===== src/rtl/raymarch_scheduler.sv =====
// Frame scheduler for a pool of raymarcher cores: hands out pixels in raster
// order, collects finished results round-robin and writes them to the frame buffer.
module raymarch_scheduler #(
  parameter int WIDTH     = 1280,
  parameter int HEIGHT    = 720,
  parameter int NUM_CORES = 3,
  localparam int XW = $clog2(WIDTH),
  localparam int YW = $clog2(HEIGHT),
  localparam int AW = $clog2(WIDTH * HEIGHT)
) (
  input  logic                    clk_in,
  input  logic                    rst_in,
  input  logic                    enable_in,
  output logic [NUM_CORES-1:0]    core_start_out,
  output logic [XW-1:0]           pix_x_out,
  output logic [YW-1:0]           pix_y_out,
  input  logic [NUM_CORES-1:0]    core_done_in,
  input  logic [24*NUM_CORES-1:0] core_color_in,
  input  logic [XW*NUM_CORES-1:0] core_x_in,
  input  logic [YW*NUM_CORES-1:0] core_y_in,
  output logic [NUM_CORES-1:0]    core_ack_out,
  output logic                    fb_we_out,
  output logic [AW-1:0]           fb_addr_out,
  output logic [23:0]             fb_data_out,
  output logic                    cam_latch_out,
  output logic [31:0]             frame_count_out,
  output logic                    busy_out
);

  localparam int PW = (NUM_CORES > 1) ? $clog2(NUM_CORES) : 1;

  localparam logic [1:0] IDLE     = 2'd0;
  localparam logic [1:0] LATCH    = 2'd1;
  localparam logic [1:0] DISPATCH = 2'd2;
  localparam logic [1:0] DRAIN    = 2'd3;

  logic [1:0]           state_q, state_d;
  logic [XW-1:0]        x_q, x_d;
  logic [YW-1:0]        y_q, y_d;
  logic                 lastSent_q, lastSent_d;
  logic [NUM_CORES-1:0] busy_q, busy_d;
  logic [PW-1:0]        startPtr_q, startPtr_d;
  logic [PW-1:0]        ackPtr_q, ackPtr_d;
  logic [NUM_CORES-1:0] start_q, start_d;
  logic [NUM_CORES-1:0] ack_q, ack_d;
  logic [XW-1:0]        pixX_q, pixX_d;
  logic [YW-1:0]        pixY_q, pixY_d;
  logic                 we_q, we_d;
  logic [AW-1:0]        addr_q, addr_d;
  logic [23:0]          data_q, data_d;
  logic [31:0]          frameCount_q, frameCount_d;

  logic                 startHit, ackHit;
  logic [PW-1:0]        startIdx, ackIdx;
  logic [XW-1:0]        ackX;
  logic [YW-1:0]        ackY;
  logic [23:0]          ackColor;

  // First requester at or after ptr, wrapping around the core pool.
  function automatic logic [PW-1:0] rrPick(input logic [NUM_CORES-1:0] req,
                                           input logic [PW-1:0] ptr,
                                           output logic hit);
    int idx;
    rrPick = '0;
    hit    = 1'b0;
    for (int k = NUM_CORES - 1; k >= 0; k--) begin
      idx = (int'(ptr) + k) % NUM_CORES;
      if (req[idx]) begin
        rrPick = PW'(idx);
        hit    = 1'b1;
      end
    end
  endfunction

  function automatic logic [PW-1:0] rrNext(input logic [PW-1:0] idx);
    return PW'((int'(idx) + 1) % NUM_CORES);
  endfunction

  // Done from an idle core is stale or spurious, so only busy cores may be acked.
  always_comb begin
    startIdx = rrPick(~busy_q, startPtr_q, startHit);
    ackIdx   = rrPick(core_done_in & busy_q, ackPtr_q, ackHit);
  end

  assign ackX     = core_x_in[int'(ackIdx)*XW +: XW];
  assign ackY     = core_y_in[int'(ackIdx)*YW +: YW];
  assign ackColor = core_color_in[int'(ackIdx)*24 +: 24];

  always_comb begin
    state_d      = state_q;
    x_d          = x_q;
    y_d          = y_q;
    lastSent_d   = lastSent_q;
    busy_d       = busy_q;
    startPtr_d   = startPtr_q;
    ackPtr_d     = ackPtr_q;
    start_d      = '0;
    pixX_d       = '0;
    pixY_d       = '0;
    ack_d        = '0;
    we_d         = 1'b0;
    addr_d       = '0;
    data_d       = '0;
    frameCount_d = frameCount_q;

    case (state_q)
      IDLE: begin
        if (enable_in) state_d = LATCH;
      end
      LATCH: begin
        state_d    = DISPATCH;
        x_d        = '0;
        y_d        = '0;
        lastSent_d = 1'b0;
      end
      DISPATCH: begin
        if (lastSent_q) begin
          state_d = DRAIN;
        end else if (enable_in && startHit) begin
          start_d[startIdx] = 1'b1;
          busy_d[startIdx]  = 1'b1;
          pixX_d            = x_q;
          pixY_d            = y_q;
          startPtr_d        = rrNext(startIdx);
          if (x_q == XW'(WIDTH - 1)) begin
            x_d = '0;
            if (y_q == YW'(HEIGHT - 1)) begin
              y_d        = '0;
              lastSent_d = 1'b1;
            end else begin
              y_d = y_q + YW'(1);
            end
          end else begin
            x_d = x_q + XW'(1);
          end
        end
      end
      DRAIN: begin
        if (busy_q == '0 && core_done_in == '0) begin
          frameCount_d = frameCount_q + 32'd1;
          state_d      = enable_in ? LATCH : IDLE;
        end
      end
      default: state_d = IDLE;
    endcase

    // Writeback runs independently of dispatch; the acked core is busy, so never the started one.
    if (state_q != IDLE && ackHit) begin
      ack_d[ackIdx]  = 1'b1;
      busy_d[ackIdx] = 1'b0;
      ackPtr_d       = rrNext(ackIdx);
      we_d           = 1'b1;
      addr_d         = AW'(ackX) + AW'(WIDTH) * AW'(ackY);
      data_d         = ackColor;
    end
  end

  always_ff @(posedge clk_in or posedge rst_in) begin
    if (rst_in) begin
      state_q      <= IDLE;
      x_q          <= '0;
      y_q          <= '0;
      lastSent_q   <= 1'b0;
      busy_q       <= '0;
      startPtr_q   <= '0;
      ackPtr_q     <= '0;
      start_q      <= '0;
      pixX_q       <= '0;
      pixY_q       <= '0;
      ack_q        <= '0;
      we_q         <= 1'b0;
      addr_q       <= '0;
      data_q       <= '0;
      frameCount_q <= '0;
    end else begin
      state_q      <= state_d;
      x_q          <= x_d;
      y_q          <= y_d;
      lastSent_q   <= lastSent_d;
      busy_q       <= busy_d;
      startPtr_q   <= startPtr_d;
      ackPtr_q     <= ackPtr_d;
      start_q      <= start_d;
      pixX_q       <= pixX_d;
      pixY_q       <= pixY_d;
      ack_q        <= ack_d;
      we_q         <= we_d;
      addr_q       <= addr_d;
      data_q       <= data_d;
      frameCount_q <= frameCount_d;
    end
  end

  assign core_start_out  = start_q;
  assign pix_x_out       = pixX_q;
  assign pix_y_out       = pixY_q;
  assign core_ack_out    = ack_q;
  assign fb_we_out       = we_q;
  assign fb_addr_out     = addr_q;
  assign fb_data_out     = data_q;
  assign cam_latch_out   = (state_q == LATCH);
  assign frame_count_out = frameCount_q;
  assign busy_out        = (state_q != IDLE);

endmodule


===== config.mk =====
export PLATFORM = sky130hd
export DESIGN_NAME = raymarch_scheduler
export DESIGN_NICKNAME = d
export VERILOG_FILES = /design/src/rtl/raymarch_scheduler.sv
export SDC_FILE = /design/constraint.sdc
export NUM_CORES = 1
export LEC_CHECK = 0
export BUFFER_PORTS_ARGS = -buffer_cell sky130_fd_sc_hd__buf_2
export CAP_MARGIN = 20
export CORE_ASPECT_RATIO = 1.5
export CORE_MARGIN = 8
export CORE_UTILIZATION = 51
export DETAILED_ROUTE_END_ITERATION = 8
export GPL_TIMING_DRIVEN = 0
export PLACE_DENSITY = 0.79
export SLEW_MARGIN = 10
export SYNTH_ARGS = -nofsm -noshare
export SYNTH_HDL_FRONTEND = slang
export SYNTH_SLANG_ARGS = --single-unit

===== constraint.sdc =====
create_clock -name clk_in -period 5.8 [get_ports clk_in]
set_input_delay 1.16 -clock clk_in [delete_from_list [all_inputs] [get_ports clk_in]]
set_output_delay 1.16 -clock clk_in [all_outputs]
set_load 0.1 [all_outputs]

; Yosys cells after proc, flatten, opt, wreduce, memory -nomap -nowiden
; Index checks and enable logic that the tools add are counted.
[totals]
ff_bits = 135
in_bits = 141
out_inout_bits = 106
elab_cells = 152
[op_classes]
mux = 70
mul = 4
addsub = 10
shift = 3
n_div = 8
n_eq_ne = 11
n_lt_le_gt_ge = 10
n_bitwise = 6
reduce_logical = 15
[op_table]
columns = operator, n
row1 = 32-bit by 4-bit less-than comparator with 1-bit output (second input constant), 6
row2 = 32-bit by 3-bit modulo with 32-bit output (second input constant), 6
row3 = 72-bit by 8-bit variable part select with 24-bit output, 1
row4 = 10-bit two-way mux, 7
row5 = 11-bit two-way mux, 6
row6 = 3-bit by 3-bit modulo with 32-bit output (second input constant), 2
row7 = 33-bit by 7-bit variable part select with 11-bit output, 1
row8 = 32-bit by 1-bit adder with 32-bit output (second input constant), 1
row9 = 30-bit by 7-bit variable part select with 10-bit output, 1
row10 = 1-bit two-way mux, 26
row11 = 24-bit two-way mux, 1
row12 = 3-bit two-way mux, 8
row13 = 11-bit case mux with 2 select lines, 1
row14 = 11-bit by 20-bit adder with 20-bit output, 1
row15 = 20-bit two-way mux, 1
row16 = 10-bit case mux with 2 select lines, 1
row17 = 2-bit two-way mux, 9
row18 = 2-bit by 1-bit adder with 3-bit output (second input constant), 4
row19 = 1-bit binary-select mux with 2-bit select, 6
row20 = 3-bit by 10-bit multiplier with 12-bit output (first input constant), 1
row21 = 2-bit inequality test (second input constant), 6
row22 = 11-bit by 1-bit adder with 11-bit output (second input constant), 1
row23 = 11-bit == test (second input constant), 1
row24 = 10-bit by 1-bit adder with 10-bit output (second input constant), 1
row25 = other kinds (23), 38

; Longest topological paths before layout
; Gate-level depths: netlist of run 1.
[logic_depth]
word_depth = 18
depth_mapped = 21
mapped_depth_nobuf = 18

; Worst setup path after synthesis of run 1
; Ideal clock, no wire load.
[synth_path]
path_type = input-to-reg
from = input port core_done_in[0]
to = register addr_q[19], in the netlist fb_addr_out[19]
required_ns = 5.679
setup_ns = 0.121
t_arrival_ns = 4.602
slack_ns = 1.076
n_path_buf = 3
cell_stages = 17
path_cell_list = nand2_1 a211oi_1 or3_1 clkbuf_1 buf_2 buf_1 nor2_1 a21oi_1 ha_1 ha_1 fa_1 xor2_1 nor3b_1 nand4_1 nor3_1 o21bai_1 nand2_1
[synth_between]
elab_chain_cells = 12
word_cells_on_any_way = 24
classes_between = 1 x add/sub / 3 x mul / 2 x shift / 16 x mux / 1 x bitwise / 1 x reduce/logical
[synth_lines]
columns = item, line
row1 = from (decl), 17  ; input logic [NUM_CORES-1:0] core_done_in,
row2 = 3-bit bitwise AND *, 82  ; ackIdx = rrPick(core_done_in & busy_q, ackPtr_q, ackHit);
row3 = 1-bit binary-select mux with 2-bit select, 68  ; if (req[idx]) begin
row4 = 1-bit two-way mux (not written as such) (2 in a row), 68
row5 = 2-bit two-way mux (3 in a row), 68
row6 = 2-bit by 3-bit multiplier with 5-bit output, 86  ; assign ackY = core_y_in[int'(ackIdx)*YW +: YW];
row7 = 30-bit by 7-bit variable part select with 10-bit output, 86
row8 = 3-bit by 10-bit multiplier with 12-bit output, 153  ; addr_d = AW'(ackX) + AW'(WIDTH) * AW'(ackY);
row9 = 11-bit by 20-bit adder with 20-bit output, 153
row10 = 20-bit two-way mux *, 148  ; if (state_q != IDLE && ackHit) begin
row11 = via addr_d[19], 49  ; logic [AW-1:0] addr_q, addr_d;
row12 = to (signal assigned), 188  ; addr_q <= addr_d;
row13 = to (decl), 49
; Mark *: on every way through the listed nets, which the timed path passes. The rest lies on a longest branch. The select of a mux whose other input is x is not followed.
; A chain may end at the register's enable or synchronous reset.

; Worst setup path after layout of run 1
; Same ends and word-level chain as after synthesis.

==> results of run 1 <==
==> metal layers <==
layer / up-vias / GRT usage / routed length (um) / share of wire
li1: 3013 / - / - / -
met1: 2883 / 0.2200 / 7249 / 0.36
met2: 211 / 0.4075 / 10670 / 0.53
met3: 39 / 0.07586 / 1499 / 0.075
met4: 2 / 0.1047 / 587 / 0.029
met5: - / 0 / 10 / 0.00050
==> sequential cells by signal, indices dropped and copies added (netlist names), 10 cells and up <==
register         count
pix_x_out           11
x_q                 11
fb_data_out         24
pix_y_out           10
fb_addr_out         20
frame_count_out     32
y_q                 10
==> worst max-delay path by stage <==
stage | from | slack, ns | endpoint
floorplan | rst_in | 1.03 | ackPtr_q[0]$_DFFE_PP0P_
global placement | rst_in | -0.34 | fb_data_out[2]$_DFF_PP0_
detailed placement | core_done_in[0] | 0.08 | fb_addr_out[19]$_DFF_PP0_
CTS | core_done_in[0] | 0.51 | fb_addr_out[19]$_DFF_PP0_
global route | core_done_in[0] | 0.008 | fb_addr_out[19]$_DFF_PP0_
finish | core_done_in[0] | 0.45 | fb_addr_out[19]$_DFF_PP0_
==> metrics by stage <==
stage          utilization  cell area [um^2]  setup slack, ns
3_3_place_gp        0.6210              8607          -0.3353
4_1_cts             0.6659              9229           0.5086
2_1_floorplan            -              7169            1.029
6_report            0.6659              9229           0.4520
5_1_grt             0.6659              9229         0.008046
3_5_place_dp        0.6234              8640          0.08094
==> cells in the mapped netlist (3+ instances only) <==
cell type    n
o31ai_1      4
a211oi_1    33
nor4_1       4
nand2b_1     5
ha_1        33
nor3_1       9
xnor2_1     42
nand2_1     45
nor2_1     102
xor2_1      19
o21ai_1      3
dfrtp_1    135
and3_1      32
nor4bb_1     3
o22ai_1      3
nor2b_1      6
a21o_1       4
a21oi_1     28
buf_1        5
o21a_1       4
nand3_1     21
nor3b_1      4
o211ai_1     3
and2_1       6
inv_1       27
mux2i_1     44
o21ai_0     12
nand4_1     12
clkbuf_1    17
o21bai_1     3
buf_4        3
==> cells by family (layout without fill, tap and decap cells) <==
kind of cell	count (synthesis)	after routing	share of synthesized area
buf+inv	57	335	0.03386
flops	135	135	0.4712
mux	46	46	0.06457
simple gates	266	266	0.1864
fa+ha+maj	37	37	0.06614
xor+xnor	61	61	0.07452
compound gates	110	110	0.1033
==> layout make-up <==
cell class	count	share of cell area
buffer	29	0.01491
inverter	28	0.01193
timing repair buffer	247	0.1364
clock inverter	10	0.01288
sequential	135	0.3661
clock buffer	21	0.05098
tap	165	0.02237
multi-input combinational	520	0.3845
==> worst max-delay path: stages <==
cell and delay [ns]:
buf_2 0.14, nand2_1 0.11, a211oi_1 0.24, or3_1 0.18, clkbuf_1 0.38, buf_2 0.31
buf_1 0.38, nor2_1 0.08, a21oi_1 0.38, ha_1 0.33, ha_1 0.24, fa_1 0.42
xor2_1 0.23, nor3b_1 0.37, nand4_1 0.20, nor3_1 0.28, o21bai_1 0.16, nand2_1 0.06
==> power breakdown <==
part | total (mW) | leakage (nW) | switching (mW) | internal [mW]
clock | 1.07 | 0.282 | 0.405 | 0.666
combinational | 3.15 | 2.94 | 2.25 | 0.902
sequential | 1.22 | 1.80 | 0.0810 | 1.14
==> summary.md, run 1 <==
| Metric | Value |
|---|---|
| GRT overflow | `0` |
| # hold bufs at CTS | `0` |
| H-tree depth | `4` |
| Mapped Cells | `712` |
| Core Footprint | `13860 um^2` |
| Die Height | `161.2 um` |
| Ports | `247` |
| Gpl congestion | `0.8843` |
| Count of non-filler cells in the finished layout | `1155` |
| CP endpoint kind | `register` |
| CP startpoint kind | `input port` |
| WP data required | `6.10 ns` |
| HP Start | `frame_count_out[31]$_DFFE_PP0P_` |
| DRT iter0 DRCs | `212` |
| Vias in the first global route | `6467` |
| Initial antenna violation count | `1` |
| Initial DRT Pass Iterations | `4` |
| Post-synth EDFFs | `0` |
| Synthesized area per cell | `10.07 um^2` |
| Diode count | `0` |
| Postcts setup bufs | `0` |
| CTS clk-pin slew, worst paths | `0.06 ns` |
| P_leak | `5.021 nW` |
| HPWL Detailed | `15950 um` |
| First-pass GRT wire length | `32050 um` |
| Pins Over Slew Limit | `0` |
| Hold endpoint | `frame_count_out[31]$_DFFE_PP0P_` |
| Crit Path Class | `input port to register` |
| Detail Route Antenna Nets | `0` |
| Final Hold Fails | `0` |
| Worst hold slack | `0.4641 ns` |
| Area of the multi-input gates | `3548 um^2` |
| Worst Hold Class | `register to register` |
| Peak supply drop | `0.4040 mV` |
| Fillers | `1132` |
| Placed cell count | `1124` |
| Share of the synthesized area in the top cell type | `0.4712` |
| Setup TNS Final | `0 ns` |
| Final setup fails | `0` |
| FF-to-FF path depth | `18` |
| Commonest non-fill, non-tap cells in the layout | `248 x buf_2, 135 x dfrtp_1, 102 x nor2_1` |
| CTS tree | `done` |
| Clock buffer count from CTS | `17` |
| Initial Util | `0.5173` |
| Worst reg2reg startpoint | `ackPtr_q[0]$_DFFE_PP0P_` |
| Final wirelength | `20010 um` |
| Hold depth | `1` |
| Cell Pwr Density | `589.7 nW/um^2` |
| Primary FF master, synth | `dfrtp_1` |
| Measured slew at the worst slew-check pin | `0.6350 ns` |
| Final worst path period need | `5.348 ns` |
| Clock skew | `0.009917 ns` |
| Worst rel slew slack | `0.5722` |
| Drt wl/cell | `17.33 um` |
| RSZ-0062 raised after global routing | `false` |
| Seq. cell area | `3378 um^2` |
| Achievable clock frequency | `187.0 MHz` |
| Share of post-route cells with drive strength above 1 | `0.3030` |
| Total power | `5.442 mW` |
| Synthesized Nets | `888` |
| Main area contributors after synthesis | `dfrtp_1 47%, mux2i_1 6.1%, ha_1 5.8%, nor2_1 5.3%, xnor2_1 5.1%` |
| Final net count | `1154` |
| R2R setup slack | `0.61 ns` |
| Max cap viols | `0` |
| Post_cts resized | `0` |
| Flops & latches, synth | `135` |
| Root buffer cell | `clkbuf_16` |
| Worst EP arrival | `5.65 ns` |
| Max FO, Critical Path | `10` |
| Syn Std Cell Area | `7169 um^2` |
| Number of I/O port buffers | `246` |
| Distinct cells, synth | `62` |
| CTS Sinks | `135` |
| FF-to-FF End | `fb_addr_out[19]$_DFF_PP0_` |
| Vias/cell | `5.323` |
| Full die area | `18190 um^2` |
| Synthesis warning total | `0` |
| Largest area contributor in the netlist | `dfrtp_1` |
| Outcome | `finished clean` |
| Clk_lat worst skew | `0.42 ns` |
| Core Rows | `53` |
| P&R area growth vs syn | `28.73%` |
| Via count | `6148` |
| Most common cell after layout, fill and taps aside | `buf_2` |
| Detailed-route DRC error count | `0` |
| Register area share after synthesis | `0.4712` |
| Fin crit share | `0.9221` |
| GRT Total Usage | `0.2230` |
| Largest net degree at the start of global routing | `75` |
| Clock buffer depth | `2` |
| Die width | `112.8 um` |
| FFs w/ async S/R, synth | `1.000` |
Note: power is estimated with default switching activity, not from simulation.
==> inputs of run 2 (changes only) <==
- CORE_UTILIZATION: 51 -> 52
- CTS_BUF_LIST: default -> sky130_fd_sc_hd__clkbuf_8
- PLACE_DENSITY: 0.79 -> 0.8
==> summary.md, run 2 (synthesized netlist as in run 1, its figures left out) <==
| Metric | Value |
|---|---|
| Outcome | `finished clean (unchanged)` |
| CP startpoint kind | `input port (unchanged)` |
| Initial Util | `0.5323 (was 0.5173)` |
| Vias/cell | `5.428 (was 5.323)` |
| Clock skew | `0.01143 ns (was 0.009917 ns)` |
| Crit. Startpoint | `core_done_in[0] (unchanged)` |
| Via count | `6258 (was 6148)` |
| Worst EP arrival | `5.51 ns (was 5.65 ns)` |
| Largest net degree at the start of global routing | `71 (was 75)` |
| WP data required | `6.13 ns (was 6.10 ns)` |
| RSZ-0062 raised after global routing | `false (unchanged)` |
| Max reg flops | `32 (unchanged)` |
| P_leak | `4.929 nW (was 5.021 nW)` |
| Fillers | `1098 (was 1132)` |
| Clock buffer count from CTS | `17 (unchanged)` |
| DRT iter0 DRCs | `230 (was 212)` |
| Crit Path Class | `input port to register (unchanged)` |
| Initial DRT Pass Iterations | `5 (was 4)` |
| Final worst path period need | `5.179 ns (was 5.348 ns)` |
| Final net count | `1154 (unchanged)` |
| GRT Total Usage | `0.2206 (was 0.2230)` |
| Achievable clock frequency | `193.1 MHz (was 187.0 MHz)` |
| Cell area after layout | `9022 um^2 (was 9229 um^2)` |
| Post_cts resized | `0 (unchanged)` |
| Drt wl/cell | `16.95 um (was 17.33 um)` |
| CTS Sinks | `135 (unchanged)` |
| Core Rows | `52 (was 53)` |
| Peak supply drop | `0.3701 mV (was 0.4040 mV)` |
| Pins Over Slew Limit | `0 (unchanged)` |
| Final setup fails | `0 (unchanged)` |
| Worst reg2reg startpoint | `ackPtr_q[0]$_DFFE_PP0P_ (unchanged)` |
| Placed cell areas | `8636 um^2 (was 8640 um^2)` |
| Detail Route Antenna Nets | `0 (unchanged)` |
| Final Hold Fails | `0 (unchanged)` |
| Root buffer cell | `clkbuf_8 (was clkbuf_16)` |
| Dpl ws | `0.1390 ns (was 0.08094 ns)` |
| Die width | `111.9 um (was 112.8 um)` |
| Detailed-route DRC error count | `0 (unchanged)` |
| Ports | `247 (unchanged)` |
| First-pass GRT wire length | `31480 um (was 32050 um)` |
| Core Footprint | `13470 um^2 (was 13860 um^2)` |
| Max FO, Critical Path | `10 (unchanged)` |
| Measured slew at the worst slew-check pin | `0.5870 ns (was 0.6350 ns)` |
| Seq. cell area | `3378 um^2 (unchanged)` |
| Number of I/O port buffers | `246 (unchanged)` |
| Commonest non-fill, non-tap cells in the layout | `248 x buf_2, 135 x dfrtp_1, 102 x nor2_1 (unchanged)` |
| Max cap viols | `0 (unchanged)` |
| Vias in the first global route | `6528 (was 6467)` |
| CTS clk-pin slew, worst paths | `0.08 ns (was 0.06 ns)` |
| HPWL Detailed | `15760 um (was 15950 um)` |
| Area of the multi-input gates | `3548 um^2 (unchanged)` |
| HP Start | `frame_count_out[31]$_DFFE_PP0P_ (unchanged)` |
| Postcts setup bufs | `0 (unchanged)` |
| P&R area growth vs syn | `25.85% (was 28.73%)` |
| Cell Pwr Density | `569.8 nW/um^2 (was 589.7 nW/um^2)` |
| Gpl congestion | `0.8957 (was 0.8843)` |
| Clock buffer depth | `2 (unchanged)` |
| Worst rel slew slack | `0.6072 (was 0.5722)` |
| FF-to-FF path depth | `18 (unchanged)` |
| Fin crit share | `0.8930 (was 0.9221)` |
| Diode count | `0 (unchanged)` |
| Die Height | `159.8 um (was 161.2 um)` |
| H-tree depth | `4 (unchanged)` |
| GRT overflow | `0 (unchanged)` |
| Share of post-route cells with drive strength above 1 | `0.3037 (was 0.3030)` |
| # hold bufs at CTS | `0 (unchanged)` |
| CTS tree | `done (unchanged)` |
| CP endpoint kind | `register (unchanged)` |
| Clk_lat worst skew | `0.44 ns (was 0.42 ns)` |
| Most common cell after layout, fill and taps aside | `buf_2 (unchanged)` |
| Worst hold slack | `0.4719 ns (was 0.4641 ns)` |
| Initial antenna violation count | `1 (unchanged)` |
| Full die area | `17880 um^2 (was 18190 um^2)` |
| Total power | `5.141 mW (was 5.442 mW)` |
| Final Worst Setup Slack | `0.6208 ns (was 0.4520 ns)` |
| Hold depth | `1 (unchanged)` |
| Final wirelength | `19540 um (was 20010 um)` |
| Worst Hold Class | `register to register (unchanged)` |
## run 2: metrics by stage
stage / util / cells / TNS (ns)
floorplan: - / 712 / 0
global placement: 0.6388 / 1120 / -44.29
detailed placement: 0.6412 / 1121 / 0
CTS: 0.6699 / 1153 / 0
global route: 0.6699 / 1153 / 0
finish: 0.6699 / 1153 / 0
## run 2: routing by layer
metal	track usage	vias up	wire length, um
met5	0	-	12
li1	-	3020	-
met2	0.4125	235	10480
met3	0.08041	40	1516
met1	0.2100	2961	7029
met4	0.09432	2	507
## run 2: cell type report
cell class	instances	area share
multi-input cells	520	0.3933
flip-flops and latches	135	0.3744
repair buffers	247	0.1395
clock buffers	17	0.02593
well taps	162	0.02247
clock inverters	15	0.01692
plain buffers	29	0.01525
inverters	28	0.01220
## run 2: power by group
part	switching [mW]	internal, mW	total (mW)	leakage, nW
registers	0.0814	1.13	1.22	1.80
logic	2.26	0.902	3.16	2.94
clock network	0.382	0.382	0.764	0.190
total	2.72	2.42	5.14	4.93
## run 2: final timing paths
kind	end	slack, ns
max	fb_addr_out[19]$_DFF_PP0_	0.62
min	frame_count_out[31]$_DFFE_PP0P_	0.47
max reg2reg	fb_addr_out[19]$_DFF_PP0_	0.73
min reg2reg	frame_count_out[31]$_DFFE_PP0P_	0.47
max in group asynchronous	busy_q[0]$_DFF_PP0_	4.28
min in group asynchronous	pix_y_out[5]$_DFF_PP0_	0.79
## run 2: worst max-delay path, stage by stage
cell and delay (ns):
buf_2 0.12, nand2_1 0.09, a211oi_1 0.24, or3_1 0.18, clkbuf_1 0.31, buf_2 0.29
buf_1 0.42, nor2_1 0.07, a21oi_1 0.35, ha_1 0.32, ha_1 0.23, fa_1 0.40
xor2_1 0.24, nor3b_1 0.35, nand4_1 0.19, nor3_1 0.32, o21bai_1 0.16, nand2_1 0.06
==> inputs of run 3 (changes only) <==
- CORE_UTILIZATION: 52 -> 51
- CTS_BUF_LIST: sky130_fd_sc_hd__clkbuf_8 -> sky130_fd_sc_hd__clkbuf_4 sky130_fd_sc_hd__clkbuf_8 sky130_fd_sc_hd__clkbuf_16
- PLACE_DENSITY: 0.8 -> 0.79
==> summary.md, run 3 (synthesized netlist as in run 1, its figures left out) <==
| Metric | Value |
|---|---|
| Count of non-filler cells in the finished layout | `1155 (was 1153)` |
| Via count | `6123 (was 6258)` |
| CP startpoint kind | `input port (unchanged)` |
| Final Worst Setup Slack | `0.4666 ns (was 0.6208 ns)` |
| CTS tree | `done (unchanged)` |
| Largest net degree at the start of global routing | `75 (was 71)` |
| HP Start | `frame_count_out[31]$_DFFE_PP0P_ (unchanged)` |
| Worst rel slew slack | `0.5648 (was 0.6072)` |
| Root buffer cell | `clkbuf_16 (was clkbuf_8)` |
| Initial Util | `0.5173 (was 0.5323)` |
| Total power | `5.449 mW (was 5.141 mW)` |
| Die Height | `161.2 um (was 159.8 um)` |
| Die width | `112.8 um (was 111.9 um)` |
| Core Footprint | `13860 um^2 (was 13470 um^2)` |
| GRT Total Usage | `0.2239 (was 0.2206)` |
| Max cap viols | `0 (unchanged)` |
| First-pass GRT wire length | `32110 um (was 31480 um)` |
| Full die area | `18190 um^2 (was 17880 um^2)` |
| CTS clk-pin slew, worst paths | `0.06 ns (was 0.08 ns)` |
| Worst EP arrival | `5.64 ns (was 5.51 ns)` |
| Final net count | `1154 (unchanged)` |
| Share of post-route cells with drive strength above 1 | `0.3040 (was 0.3037)` |
| Hold endpoint | `frame_count_out[31]$_DFFE_PP0P_ (unchanged)` |
| Cell Pwr Density | `590.2 nW/um^2 (was 569.8 nW/um^2)` |
| WP data required | `6.11 ns (was 6.13 ns)` |
| Commonest non-fill, non-tap cells in the layout | `248 x buf_2, 135 x dfrtp_1, 102 x nor2_1 (unchanged)` |
| CP endpoint kind | `register (unchanged)` |
| Final worst path period need | `5.333 ns (was 5.179 ns)` |
| CTS Sinks | `135 (unchanged)` |
| Worst Hold Class | `register to register (unchanged)` |
| Final setup fails | `0 (unchanged)` |
| Initial antenna violation count | `1 (unchanged)` |
| RSZ-0062 raised after global routing | `false (unchanged)` |
| # hold bufs at CTS | `0 (unchanged)` |
| P_leak | `5.024 nW (was 4.929 nW)` |
| Most common cell after layout, fill and taps aside | `buf_2 (unchanged)` |
| P&R area growth vs syn | `28.78% (was 25.85%)` |
| DRT iter0 DRCs | `194 (was 230)` |
| Clock buffer count from CTS | `17 (unchanged)` |
| Clock skew | `0.009208 ns (was 0.01143 ns)` |
| Fillers | `1130 (was 1098)` |
| Vias in the first global route | `6472 (was 6528)` |
| Achievable clock frequency | `187.5 MHz (was 193.1 MHz)` |
| Final wirelength | `19980 um (was 19540 um)` |
| Post_cts resized | `0 (unchanged)` |
| Core Rows | `53 (was 52)` |
| Diode count | `0 (unchanged)` |
| Placed cell count | `1124 (was 1121)` |
| Final Hold Fails | `0 (unchanged)` |
| Worst reg2reg startpoint | `ackPtr_q[0]$_DFFE_PP0P_ (unchanged)` |
| Worst stage delay on the critical path | `0.42 ns (about the same)` |
| Drt wl/cell | `17.30 um (was 16.95 um)` |
| Peak supply drop | `0.4032 mV (was 0.3701 mV)` |
| Crit Path Class | `input port to register (unchanged)` |
| FF-to-FF path depth | `18 (unchanged)` |
| Max FO, Critical Path | `10 (unchanged)` |
| Outcome | `finished clean (unchanged)` |
| H-tree depth | `4 (unchanged)` |
| Dpl ws | `0.08094 ns (was 0.1390 ns)` |
| Gpl congestion | `0.8843 (was 0.8957)` |
| R2R setup slack | `0.62 ns (was 0.73 ns)` |
| Pins Over Slew Limit | `0 (unchanged)` |
| Worst hold slack | `0.4641 ns (was 0.4719 ns)` |
| Detailed-route DRC error count | `0 (unchanged)` |
| HPWL Detailed | `15950 um (was 15760 um)` |
| Max reg flops | `32 (unchanged)` |
| Number of I/O port buffers | `246 (unchanged)` |
| Clk_lat worst skew | `0.42 ns (was 0.44 ns)` |
| FF-to-FF End | `fb_addr_out[19]$_DFF_PP0_ (unchanged)` |
| Hold depth | `1 (unchanged)` |
| Fin crit share | `0.9195 (was 0.8930)` |
| Measured slew at the worst slew-check pin | `0.6459 ns (was 0.5870 ns)` |
| Vias/cell | `5.301 (was 5.428)` |
| Detail Route Antenna Nets | `0 (unchanged)` |
| Ports | `247 (unchanged)` |
| CP cell instances | `buf_2 -> nand2_1 -> a211oi_1 -> or3_1 -> clkbuf_1 -> buf_2 -> buf_1 -> nor2_1 -> a21oi_1 -> ha_1 -> ha_1 -> fa_1 -> xor2_1 -> nor3b_1 -> nand4_1 -> nor3_1 -> o21bai_1 -> nand2_1 (unchanged)` |
| Postcts setup bufs | `0 (unchanged)` |
| Slowest-stage cell, CP | `fa_1 (was buf_1)` |
| GRT overflow | `0 (unchanged)` |
| Clock buffer depth | `2 (unchanged)` |
| Initial DRT Pass Iterations | `4 (was 5)` |
## run 3: cell count changes in the layout (fill, tap and decap cells not counted)
cell and delta:
clkinv_2 -1, clkbuf_4 +1, inv_6 -1, clkbuf_8 -14, clkinv_4 -1, clkinvlp_4 -1, clkbuf_16 +17, inv_1 -1
## run 3: area by class of cell
| cell class | count | area (um^2) | share of cell area |
|---|---|---|---|
| clock inverter | 10 | 118.9 | 0.01287 |
| tap | 165 | 206.4 | 0.02236 |
| clock buffer | 21 | 474.2 | 0.05136 |
| multi-input combinational | 520 | 3548 | 0.3843 |
| sequential | 135 | 3378 | 0.3659 |
| buffer | 29 | 137.6 | 0.01491 |
| timing repair buffer | 247 | 1259 | 0.1363 |
| inverter | 28 | 110.1 | 0.01193 |
## run 3: how the worst max path moves through the flow
stage / start / to / cells past startpoint / slack (ns)
global placement: rst_in / fb_data_out[2]$_DFF_PP0_ / 2 / -0.34
detailed placement: core_done_in[0] / fb_addr_out[19]$_DFF_PP0_ / 18 / 0.08
CTS: core_done_in[0] / fb_addr_out[19]$_DFF_PP0_ / 18 / 0.51
finish: core_done_in[0] / fb_addr_out[19]$_DFF_PP0_ / 18 / 0.47
global route: core_done_in[0] / fb_addr_out[19]$_DFF_PP0_ / 18 / 0.01
floorplan: rst_in / ackPtr_q[0]$_DFFE_PP0P_ / 1 / 1.03
## run 3: worst max-delay path: cells and delay by family
family	cells	cell delay (ns)
AO/OA/AOI/OAI	3	0.78
buffers and inverters	4	1.21
adder cells (fa/ha/maj)	3	0.99
AND/OR/NAND/NOR	7	1.27
XOR/XNOR	1	0.23
## run 3: routing by layer
metal	track usage	up-vias	part of all wire
met1	0.2214	2855	0.36
met4	0.1084	2	0.031
met5	0	-	0.00050
met2	0.4064	213	0.53
met3	0.07698	40	0.074
li1	-	3013	-
## run 3: metrics by stage
step	area (um^2)	setup TNS (ns)	utilization
after CTS	9233	0	0.6662
final	9233	0	0.6662
after global routing	9233	0	0.6662
after global placement	8607	-44.28	0.6210
after detailed placement	8640	0	0.6234
after floorplan	7169	0	-
## run 3: where the power goes
group | total [mW] | switching, mW | internal, mW
clock | 1.08 | 0.408 | 0.671
sequential | 1.22 | 0.0821 | 1.14
combinational | 3.15 | 2.25 | 0.902
total | 5.45 | 2.74 | 2.71
